`src/rtl/step_pkg.sv`:
```
`default_nettype none
// ============================================================================
// Module      : step_pkg
// Description : Shared constants, types and helpers for the step sequencer.
// Revision    : 1.0 - initial release
// ============================================================================
package step_pkg;

    localparam int WRAP_SATURATE = 0;
    localparam int WRAP_AROUND   = 1;
    localparam int MODE_LEVEL    = 0;
    localparam int MODE_EDGE     = 1;

    typedef enum logic [2:0] {
        ACT_HOLD    = 3'd0,
        ACT_CLEAR   = 3'd1,
        ACT_LOAD    = 3'd2,
        ACT_RECOVER = 3'd3,
        ACT_FWD     = 3'd4,
        ACT_BACK    = 3'd5
    } step_act_e;

    function automatic int clog2_min1(input int n);
        return (n <= 2) ? 1 : $clog2(n);
    endfunction

endpackage
`default_nettype wire

```
`src/rtl/step_sequencer_edge_rise.sv`:
```
`default_nettype none
// ============================================================================
// Module      : edge_rise
// Description : 1-bit rising-edge qualifier; BYPASS passes the level through.
// Revision    : 1.0 - initial release
// ============================================================================
module edge_rise #(
    parameter bit BYPASS = 1'b0
) (
    input  logic iClk,
    input  logic iReset,
    input  logic iSignal,
    output logic oRise
);

    generate
        if (BYPASS) begin : g_level
            assign oRise = iSignal;
        end else begin : g_edge
            logic rPrev;

            // History updates every cycle, even when the request is overridden
            always_ff @(posedge iClk or posedge iReset) begin
                if (iReset) begin
                    rPrev <= 1'b0;
                end else begin
                    rPrev <= iSignal;
                end
            end

            assign oRise = iSignal & ~rPrev;
        end
    endgenerate

endmodule
`default_nettype wire

```
`src/rtl/step_sequencer.sv`:
```
`default_nettype none
// ============================================================================
// Module      : step_sequencer
// Description : Parametrised forward/back/clear/load position stepper.
// Revision    : 1.0 - initial release
// ============================================================================
module step_sequencer
    import step_pkg::*;
#(
    parameter int NUM_STATES  = 4,
    parameter int WIDTH       = clog2_min1(NUM_STATES),
    parameter int WRAP_EN     = WRAP_SATURATE,
    parameter int EDGE_DETECT = MODE_EDGE
) (
    input  logic             iClk,
    input  logic             iReset,
    input  logic             iClear,
    input  logic             iLoad,
    input  logic [WIDTH-1:0] iLoadValue,
    input  logic             iForward,
    input  logic             iBack,
    output logic [WIDTH-1:0] oStateValue,
    output logic             oAtMin,
    output logic             oAtMax,
    output logic             oWrapped
);

    localparam logic [WIDTH-1:0] MAX_POS = WIDTH'(NUM_STATES - 1);
    localparam bit               BYPASS  = (EDGE_DETECT == MODE_LEVEL);

    logic [WIDTH-1:0] rState;
    logic             rWrapped;
    logic [WIDTH-1:0] wNext;
    logic             wWrapNext;
    logic [WIDTH-1:0] wLoadClamped;
    logic             wIllegal;
    logic             wFwdQual;
    logic             wBackQual;
    step_act_e        wAct;

    edge_rise #(.BYPASS(BYPASS)) uFwdEdge (
        .iClk    (iClk),
        .iReset  (iReset),
        .iSignal (iForward),
        .oRise   (wFwdQual)
    );

    edge_rise #(.BYPASS(BYPASS)) uBackEdge (
        .iClk    (iClk),
        .iReset  (iReset),
        .iSignal (iBack),
        .oRise   (wBackQual)
    );

    // With a power-of-two range every code is legal and nothing needs clamping
    generate
        if (NUM_STATES == (1 << WIDTH)) begin : g_full_range
            assign wIllegal     = 1'b0;
            assign wLoadClamped = iLoadValue;
        end else begin : g_partial_range
            assign wIllegal     = (rState > MAX_POS);
            assign wLoadClamped = (iLoadValue > MAX_POS) ? MAX_POS : iLoadValue;
        end
    endgenerate

    always_comb begin
        wAct = ACT_HOLD;
        if (iClear) begin
            wAct = ACT_CLEAR;
        end else if (iLoad) begin
            wAct = ACT_LOAD;
        end else if (wIllegal) begin
            wAct = ACT_RECOVER;
        end else if (wFwdQual) begin
            wAct = ACT_FWD;
        end else if (wBackQual) begin
            wAct = ACT_BACK;
        end
    end

    // Boundaries are tested before the arithmetic so no illegal code is produced
    always_comb begin
        wNext     = rState;
        wWrapNext = 1'b0;
        case (wAct)
            ACT_CLEAR, ACT_RECOVER: wNext = '0;
            ACT_LOAD:               wNext = wLoadClamped;
            ACT_FWD: begin
                if (rState == MAX_POS) begin
                    if (WRAP_EN == WRAP_AROUND) begin
                        wNext     = '0;
                        wWrapNext = 1'b1;
                    end
                end else begin
                    wNext = rState + WIDTH'(1);
                end
            end
            ACT_BACK: begin
                if (rState == '0) begin
                    if (WRAP_EN == WRAP_AROUND) begin
                        wNext     = MAX_POS;
                        wWrapNext = 1'b1;
                    end
                end else begin
                    wNext = rState - WIDTH'(1);
                end
            end
            default: wNext = rState;
        endcase
    end

    always_ff @(posedge iClk or posedge iReset) begin
        if (iReset) begin
            rState   <= '0;
            rWrapped <= 1'b0;
        end else begin
            rState   <= wNext;
            rWrapped <= wWrapNext;
        end
    end

    assign oStateValue = rState;
    assign oWrapped    = rWrapped;
    assign oAtMin      = (rState == '0);
    assign oAtMax      = (rState == MAX_POS);

endmodule
`default_nettype wire
```
`config.mk`:
```
export PLATFORM = sky130hd
export DESIGN_NAME = step_sequencer
export DESIGN_NICKNAME = d
export VERILOG_FILES = /design/src/rtl/step_pkg.sv /design/src/rtl/step_sequencer_edge_rise.sv /design/src/rtl/step_sequencer.sv
export SDC_FILE = /design/constraint.sdc
export NUM_CORES = 1
export LEC_CHECK = 0
export CAP_MARGIN = 25
export CORE_AREA = 4 4 41 43
export CTS_CLUSTER_DIAMETER = 60
export DETAILED_ROUTE_END_ITERATION = 8
export DIE_AREA = 0 0 45 47
export GPL_TIMING_DRIVEN = 0
export PLACE_DENSITY_LB_ADDON = 0.3
export SLEW_MARGIN = 30
export SYNTH_ARGS = -nofsm -noshare
export SYNTH_HDL_FRONTEND = slang
export SYNTH_HIERARCHICAL = 1
export SYNTH_SLANG_ARGS = --single-unit
```
`constraint.sdc`:
```
create_clock -name iClk -period 1.5 [get_ports iClk]
set_clock_uncertainty 0.2 [all_clocks]
set_input_delay 0.3 -clock iClk [delete_from_list [all_inputs] [get_ports iClk]]
set_output_delay 0.3 -clock iClk [all_outputs]
set_load 0.01 [all_outputs]
```
# Word level (Yosys, flattened, before mapping)
# Cells that the tools add are included.
[totals]
mem_bits_rw = 0
output_inout_bits = 5
latch_bits = 0
mem_bits_ro = 0
inputBits = 8
wordCells = 28
register_bits = 4
mem_count = 0
[op_classes]
bitwise_logic = 4
reduce_logical = 4
magnitude_cmp = 0
eq_ne = 8
muxes = 7
n_addsub = 2
n_shift = 0
div = 0
multipliers = 0
[ops]
columns = ["cell", "count"]
rows = [
  ["3-bit 2-to-1 mux", 4],
  ["2-bit case mux with 4 select lines", 1],
  ["3-bit by 2-bit == test with 1-bit output (second input constant)", 2],
  ["3-bit == test (second input constant)", 2],
  ["2-bit 2-to-1 mux", 2],
  ["2-bit inequality test (second input constant)", 2],
  ["4-bit nonzero test", 1],
  ["3-bit by 1-bit == test with 1-bit output (second input constant)", 1],
  ["3-bit AND reduction", 1],
  ["2-bit by 1-bit adder with 2-bit output (second input constant)", 1],
  ["1-bit AND", 2],
  ["2-bit == test (second input constant)", 1],
  ["2-bit logical NOT", 1],
  ["1-bit inverter", 2],
  ["2-bit OR reduction", 1],
  ["2-bit by 1-bit subtractor with 2-bit output (second input constant)", 1],
]

# Depth between registers and ports, before layout
# Gate-level depths: netlist of run 1.
[depth]
word_depth = 10
ltp_mapped = 4
ltp_nobuf = 4

# Cells and area by module
# The synthesis of run 1 kept the hierarchy.
[by_module_without_submodules]
columns = ["mod", "instances", "seq_area_each_um2", "cells_each", "area_per_inst_um2"]
rows = [
  ["step_sequencer", 1, 50.0, 18, 150.1],
  ["edge_rise", 2, 25.0, 3, 42.5],
]

# Worst setup path before layout of run 1
# No wires, ideal clock.
[synth_path]
path_kind = "register to register"
from = "register uBackEdge.g_edge.rPrev"
to = "register rState[0] (netlist: oStateValue[0])"
setup_ps = 94
stages_incl_launch_ff = 5
n_path_buf = 0
period_less_slack_ps = 1267
t_required_ps = 1206
t_arrival_ps = 973
setup_slack_ps = 233
cell_sequence = "dfrtp_1 -> nor2b_4 -> a21oi_1 -> or2_0 -> a221oi_2"
[synth_via]
elab_chain_cells = 10
word_cells_on_any_way = 17
classes_between = "7 x eq/ne; 5 x mux; 2 x bitwise; 3 x reduce/logical"
[synth_rtl]
columns = ["item", "line_no", "rtl"]
rows = [
  ["from (decl)", "step_sequencer_edge_rise.sv:20", "logic rPrev;"],
  ["from (signal assigned)", "step_sequencer_edge_rise.sv:27", "rPrev <= iSignal;"],
  ["1-bit inverter *", "step_sequencer_edge_rise.sv:31", "assign oRise = iSignal & ~rPrev;"],
  ["1-bit AND *", "step_sequencer_edge_rise.sv:31", ""],
  ["named net wBackQual", "step_sequencer.sv:38", "logic wBackQual;"],
  ["3-bit 2-to-1 mux *", "step_sequencer.sv:76", "end else if (wBackQual) begin"],
  ["3-bit 2-to-1 mux *", "step_sequencer.sv:74", "end else if (wFwdQual) begin"],
  ["3-bit 2-to-1 mux *", "step_sequencer.sv:70", "end else if (iLoad) begin"],
  ["3-bit 2-to-1 mux *", "step_sequencer.sv:68", "if (iClear) begin"],
  ["3-bit by 1-bit == test with 1-bit output or 3-bit by 2-bit == test with 1-bit output (tied branches)", "step_sequencer.sv:85", "case (wAct)"],
  ["2-bit OR reduction", "step_sequencer.sv:85", ""],
  ["4-bit nonzero test (no line)", "--", ""],
  ["3-bit AND reduction (no line)", "--", ""],
  ["to (signal assigned)", "step_sequencer.sv:117", "rState <= wNext;"],
  ["to (decl)", "step_sequencer.sv:31", "logic [WIDTH-1:0] rState;"],
]
# The timed path passes the listed nets; every way through them passes the cells marked *.
# A chain may end at the register's enable or synchronous reset.

# Worst setup path in the final report of run 1
[layout_path]
from = "register rState[0] (netlist: oStateValue[0])"
to = "output oAtMax"
[layout_via]
elab_chain_cells = 1
[layout_rtl]
columns = ["item", "line_no", "rtl"]
rows = [
  ["2-bit == test", "step_sequencer.sv:125", "assign oAtMax = (rState == MAX_POS);"],
  ["to (decl)", "step_sequencer.sv:24", "output logic oAtMax,"],
]
# Every way passes these cells.

==> results of run 1 <==
[worst min-delay path by stage]
stage          slack (ns)                               end  cells past startpoint  startpoint
2_1_floorplan       -0.17  uBackEdge/g_edge.rPrev$_DFF_PP0_                      1      iReset
3_3_place_gp         0.30   uFwdEdge/g_edge.rPrev$_DFF_PP0_                      2      iReset
3_5_place_dp         0.31   uFwdEdge/g_edge.rPrev$_DFF_PP0_                      2      iReset
4_1_cts              0.05   uFwdEdge/g_edge.rPrev$_DFF_PP0_                      2      iReset
5_1_grt              0.01   uFwdEdge/g_edge.rPrev$_DFF_PP0_                      1    iForward
6_report             0.02   uFwdEdge/g_edge.rPrev$_DFF_PP0_                      1    iForward
[timing repair]
action                                 in CTS  in global routing
gates resized for setup                    12                 10
hold buffers                                0                  1
pin swaps                                   0                  2
endpoints found under the hold margin       0                  1
buffers inserted                            2                  1
setup endpoints to repair                   5                  3
[metal layers]
metal / GRT usage / wire length, um / vias to the layer above
li1: - / - / 114
met1: 0.07604 / 266 / 102
met2: 0.09322 / 290 / 12
met3: 0.06130 / 83 / 0
met4: 0.01754 / 0 / 0
met5: 0 / 0 / -
[synthesized netlist by cell type]
| cell | n |
|---|---|
| inv_1 | 4 |
| nor2_1 | 3 |
| and2_2 | 1 |
| a221oi_1 | 1 |
| nor2b_4 | 2 |
| nand2b_1 | 1 |
| nand3b_1 | 1 |
| dfrtp_1 | 4 |
| a21oi_1 | 2 |
| a221oi_2 | 1 |
| buf_4 | 1 |
| o41ai_1 | 1 |
| conb_1 | 1 |
| or2_0 | 1 |
[kinds of logic after synthesis]
group,Yosys count,share of synthesized area
buf+inv,5,0.09574
flops,4,0.4255
other cells,1,0.01594
simple gates,9,0.2820
compound gates,5,0.1808
[power by group]
| part | internal, mW | switching (mW) | leakage [nW] |
|---|---|---|---|
| Clock | 0.0898 | 0.0482 | 0.0138 |
| Combinational | 0.0489 | 0.0331 | 0.161 |
| Sequential | 0.115 | 0.00723 | 0.0480 |
| Total | 0.254 | 0.0885 | 0.223 |
[sequential cells by signal, summed over array words and instances (netlist names)]
signal,cells
uFwdEdge/g_edge.rPrev,1
uBackEdge/g_edge.rPrev,1
oStateValue,2
[layout make-up]
| type | count | area (um^2) | area share |
|---|---|---|---|
| Timing Repair Buffer | 15 | 142.6 | 0.3276 |
| Inverter | 4 | 15.01 | 0.03448 |
| Clock buffer | 3 | 22.52 | 0.05172 |
| Tap cell | 15 | 18.77 | 0.04310 |
| Sequential cell | 4 | 101.3 | 0.2328 |
| Multi-Input combinational cell | 15 | 127.6 | 0.2931 |
| Buffer | 1 | 7.507 | 0.01724 |
[through the flow]
| stage | std cells | util | power [mW] | setup WS (ns) |
|---|---|---|---|---|
| final | 57 | 0.3346 | 0.3424 | 0.01777 |
| after detailed placement | 50 | 0.2798 | 0.1939 | -0.2800 |
| after floorplan | 24 | - | 0.1532 | 0.2330 |
| after global placement | 50 | 0.2798 | 0.1927 | -0.2608 |
| after global routing | 57 | 0.3346 | 0.3616 | -0.003015 |
| after CTS | 55 | 0.3010 | 0.3374 | -0.03921 |
==> results.cfg, run 1 <==
[outcome]
status = finished clean

[route]
wl_um = 640
vias = 228
ant_nets = 0
dr.pass1.iters = 2
via_per_inst = 4.000
drc_errors = 0
drt_iter0_markers = 6
wl_per_cell_um = 11.23

[setup_path]
worstSetupStartpoint = oStateValue[0]$_DFFE_PP0P_
critPathSlowestCell = dfrtp_1
cp_max_fo = 4
critPathMaxStageDelay_ns = 0.38
cp_cell_sequence = buf_6, and2_4, buf_6
endpoint = oAtMax
cp_num_cells = 3
crit_path_end_kind = output pin
crit_family = flip-flops
arrival_ns = 0.98
regToRegSetupSlack_ns = 0.15
reg2reg_from = uFwdEdge/g_edge.rPrev$_DFF_PP0_
start_kind = register
crit_type = register to output pin
cp_data_required_time_ns = 1.00
cp_num_buf_inv = 2
r2r_cells = 4
crit_top_cell = buf_6
worst_r2r_endpoint = oStateValue[0]$_DFFE_PP0P_

[placed_design]
place.gp.congestion = 0.6445
port_buffers = 11
placed_cell_area_um2 = 364.1
dp_hpwl_um = 440.6

[timing]
drv_slew = 0
hold_viol = 0
min_period_ns = 1.482
fin_tns_setup_ns = 0
max_freq_mhz = 674.7
rsz0062_at_grt = yes
period_share = 0.9882
worst_hold_slack_ns = 0.01611
setup_viol = 0

[global_route]
antenna_found_initial = 0
grt_max_degree = 8
grt_util_all_layers = 0.06746
grt_pass1_vias = 246
gr-total-overflow = 0
grt_first_pass_wirelength_um = 966

[logic_synthesis]
synthCells = 24
synth_fp_nets = 32
syn_area_um2 = 235.2
avgSynthCellArea_um2 = 9.801
yosysWarnings = 6
synth_top_cell_by_area = dfrtp_1
ys_seq_elements = 4
synth_area_leaders = dfrtp_1, nor2b_4, a221oi_2
yosys.area.top_type_share = 0.4255
ys_seq_area_frac = 0.4255
synthDistinctLibCells = 14

[floorplanning]
rows = 13
dieHeight_um = 47
start_util = 0.1808
ios = 13
fp.dieW_um = 45
die_area_mm2 = 0.002115
core-area_mm2 = 0.001301

[pwr]
power.density_mw_per_mm2 = 786.4
vdd_drop_max_mv = 0.3015
p_leak_nw = 0.2232

[min_path]
worstHoldPathType = primary input to register

[clocking]
htreeDepth = 1
clockBufferDepth = 2
cts.sinks = 4
root_buffer = clkbuf_4
clock_latency_ns = 0.24
cts-buffers-inserted = 3
cts_tree = done
clk_pin_slew_ns = 0.04

[final_layout]
fill_cells = 141
mostFrequentLayoutCells = clkdlybuf4s50_1, inv_1
diodes = 0
finalNetCount = 52
design_area_um2 = 435.4
drive_above_1_share = 0.4048
layout_commonest_cell = clkdlybuf4s50_1
syn_to_final_growth_pct = 85.11

[flow_run]
drv_cap = 0
No activity file was read; power rests on OpenSTA's default activity.
==> inputs of run 2 (changes only) <==
--- a/config.mk
+++ b/config.mk
@@ -6,10 +6,10 @@
 export NUM_CORES = 1
 export LEC_CHECK = 0
 export CAP_MARGIN = 25
-export CORE_AREA = 4 4 41 43
+export CORE_AREA = 2 2 39 41
 export CTS_CLUSTER_DIAMETER = 60
 export DETAILED_ROUTE_END_ITERATION = 8
-export DIE_AREA = 0 0 45 47
+export DIE_AREA = 0 0 41 43
 export GPL_TIMING_DRIVEN = 0
 export PLACE_DENSITY_LB_ADDON = 0.3
 export SLEW_MARGIN = 30
==> run 2 against run 1 <==
Compared with the run above: sequential share of layout area grew 0.69 points; routed wire length shrank 19%; register-to-register slack lost 0.04 ns; maximum frequency grew 1.5%; largest cell class unchanged; global-route usage grew 0.80 points; combinational power is essentially flat; critical path depth shrank 2; utilization shrank 2.9 points; die area shrank 17%.
==> results.cfg, run 2 (synthesis results as in run 1) <==
[outcome]
status = finished clean

[route]
drt_iter0_markers = 5
ant_nets = 0
drc_errors = 0
wl_um = 518
dr.pass1.iters = 3
vias = 224
via_per_inst = 3.862
wl_per_cell_um = 8.931

[clocking]
clock_latency_ns = 0.24
cts_tree = done
clk_pin_slew_ns = 0.04
clockBufferDepth = 2
htreeDepth = 1
root_buffer = clkbuf_4
cts.sinks = 4
cts-buffers-inserted = 3

[final_layout]
syn_to_final_growth_pct = 79.79
postLayoutCoreUtil = 0.3056
layout_commonest_cell = clkdlybuf4s50_1
fill_cells = 147
diodes = 0
mostFrequentLayoutCells = clkdlybuf4s50_1, inv_1, buf_4, dlygate4sd2_1
drive_above_1_share = 0.3810
finalNetCount = 52
largest_register_ffs = 2

[global_route]
grt_max_degree = 8
grt_first_pass_wirelength_um = 765
gr-total-overflow = 0
antenna_found_initial = 0
grt_util_all_layers = 0.07545
grt_pass1_vias = 195

[floorplanning]
fp.dieW_um = 41
dieHeight_um = 43
start_util = 0.1700
core-area_mm2 = 0.001384
ios = 13
rows = 14
die_area_mm2 = 0.001763

[setup_path]
cp_num_buf_inv = 1
crit_family = flip-flops
crit_type = register to output pin
start_kind = register
cp_data_required_time_ns = 1.00
cp_max_fo = 5
reg2reg_from = oStateValue[0]$_DFFE_PP0P_
critPathSlowestCell = dfrtp_2
cp_cell_sequence = dlygate4sd2_1
worstSetupStartpoint = oStateValue[1]$_DFFE_PP0P_
critPathMaxStageDelay_ns = 0.43
crit_path_end_kind = output pin
arrival_ns = 0.96

[timing]
worst_hold_slack_ns = 0.05957
setup_viol = 0
period_share = 0.9737
max_freq_mhz = 684.7
hold_viol = 0
min_period_ns = 1.461
drv_slew = 0

[pwr]
vdd_drop_max_mv = 0.5297
power.density_mw_per_mm2 = 796.1
p_leak_nw = 0.2097

[placed_design]
port_buffers = 11
place.gp.congestion = 0.7058

[flow_run]
drv_cap = 0

[min_path]
worstHoldPathType = primary input to asynchronous set/reset pin
## run 2: changes by cell type in the layout (fill, tap and decap cells not counted)
cell / delta
dlygate4sd2_1: +4
dlymetal6s2s_1: -2
a221oi_1: +1
a221oi_2: -1
buf_4: +1
clkbuf_2: -1
clkdlybuf4s15_1: -1
dlygate4sd3_1: -1
nor2_1: -1
nor2_4: +1
o41ai_1: +1
o41ai_2: -1
## run 2: worst register-to-register path, stage by stage, from the launching register on
cell	delay [ns]
dfrtp_1	0.39
buf_6	0.14
buf_4	0.12
or2_1	0.23
a221oi_2	0.21
## run 2: path summary, 6_finish.rpt
kind	depth (start not counted)	endpoint	slack (ns)
setup / recovery	1	oStateValue[1]	0.04
hold / removal	2	uFwdEdge/g_edge.rPrev$_DFF_PP0_	0.06
setup reg to reg	4	oStateValue[0]$_DFFE_PP0P_	0.11
hold reg to reg	3	oStateValue[1]$_DFFE_PP0P_	0.44
max in group asynchronous	2	oStateValue[1]$_DFFE_PP0P_	0.88
min in group iClk	1	uFwdEdge/g_edge.rPrev$_DFF_PP0_	0.12
## run 2: area by class of cell
cell class / instances / area, um^2 / area share
Timing Repair Buffer: 15 / 135.1 / 0.3195
Multi-Input combinational cell: 15 / 121.4 / 0.2870
Sequential cell: 4 / 101.3 / 0.2396
Clock buffer: 3 / 22.52 / 0.05325
Tap cell: 16 / 20.02 / 0.04734
Inverter: 4 / 15.01 / 0.03550
Buffer: 1 / 7.507 / 0.01775
## run 2: stage by stage
step                std cells  setup TNS (ns)  setup WS (ns)  total power, mW  cell area (um^2)
finish                     58               0        0.03943           0.3367             422.9
global route               58       -0.003626      -0.003626           0.3630             422.9
CTS                        55               0       0.001179           0.3281             381.6
detailed placement         51         -0.7368        -0.2952           0.1936             365.4
global placement           51         -0.7032        -0.2969           0.1936             365.4
floorplan                  24               0         0.2330           0.1532             235.2
## run 2: what timing repair did
item,CTS,global route
hold buffers,0,0
setup endpoints to repair,6,2
pin swaps,1,1
resized for setup,14,5
setup buffers,1,3
## run 2: power by group
part	switching [mW]	leakage (nW)	total (mW)	internal (mW)
registers	0.00711	0.0480	0.122	0.115
logic	0.0313	0.148	0.0822	0.0509
clock network	0.0427	0.0138	0.132	0.0894
total	0.0811	0.210	0.337	0.256
## run 2: layer usage
metal  up-vias  GRT usage  wire length, um
li1        114          -                -
met1       100    0.08091              231
met2        10    0.07813              226
met3         0    0.09948               60
met4         0    0.04000                0
met5         -          0                0
==> inputs of run 3 (changes only) <==
--- a/config.mk
+++ b/config.mk
@@ -8,6 +8,7 @@
 export CAP_MARGIN = 25
 export CORE_AREA = 2 2 39 41
 export CTS_CLUSTER_DIAMETER = 60
+export CTS_CLUSTER_SIZE = 14
 export DETAILED_ROUTE_END_ITERATION = 8
 export DIE_AREA = 0 0 41 43
 export GPL_TIMING_DRIVEN = 0
==> results of run 3 <==
Final layout, timing and power as in run 2 (identical DEF).
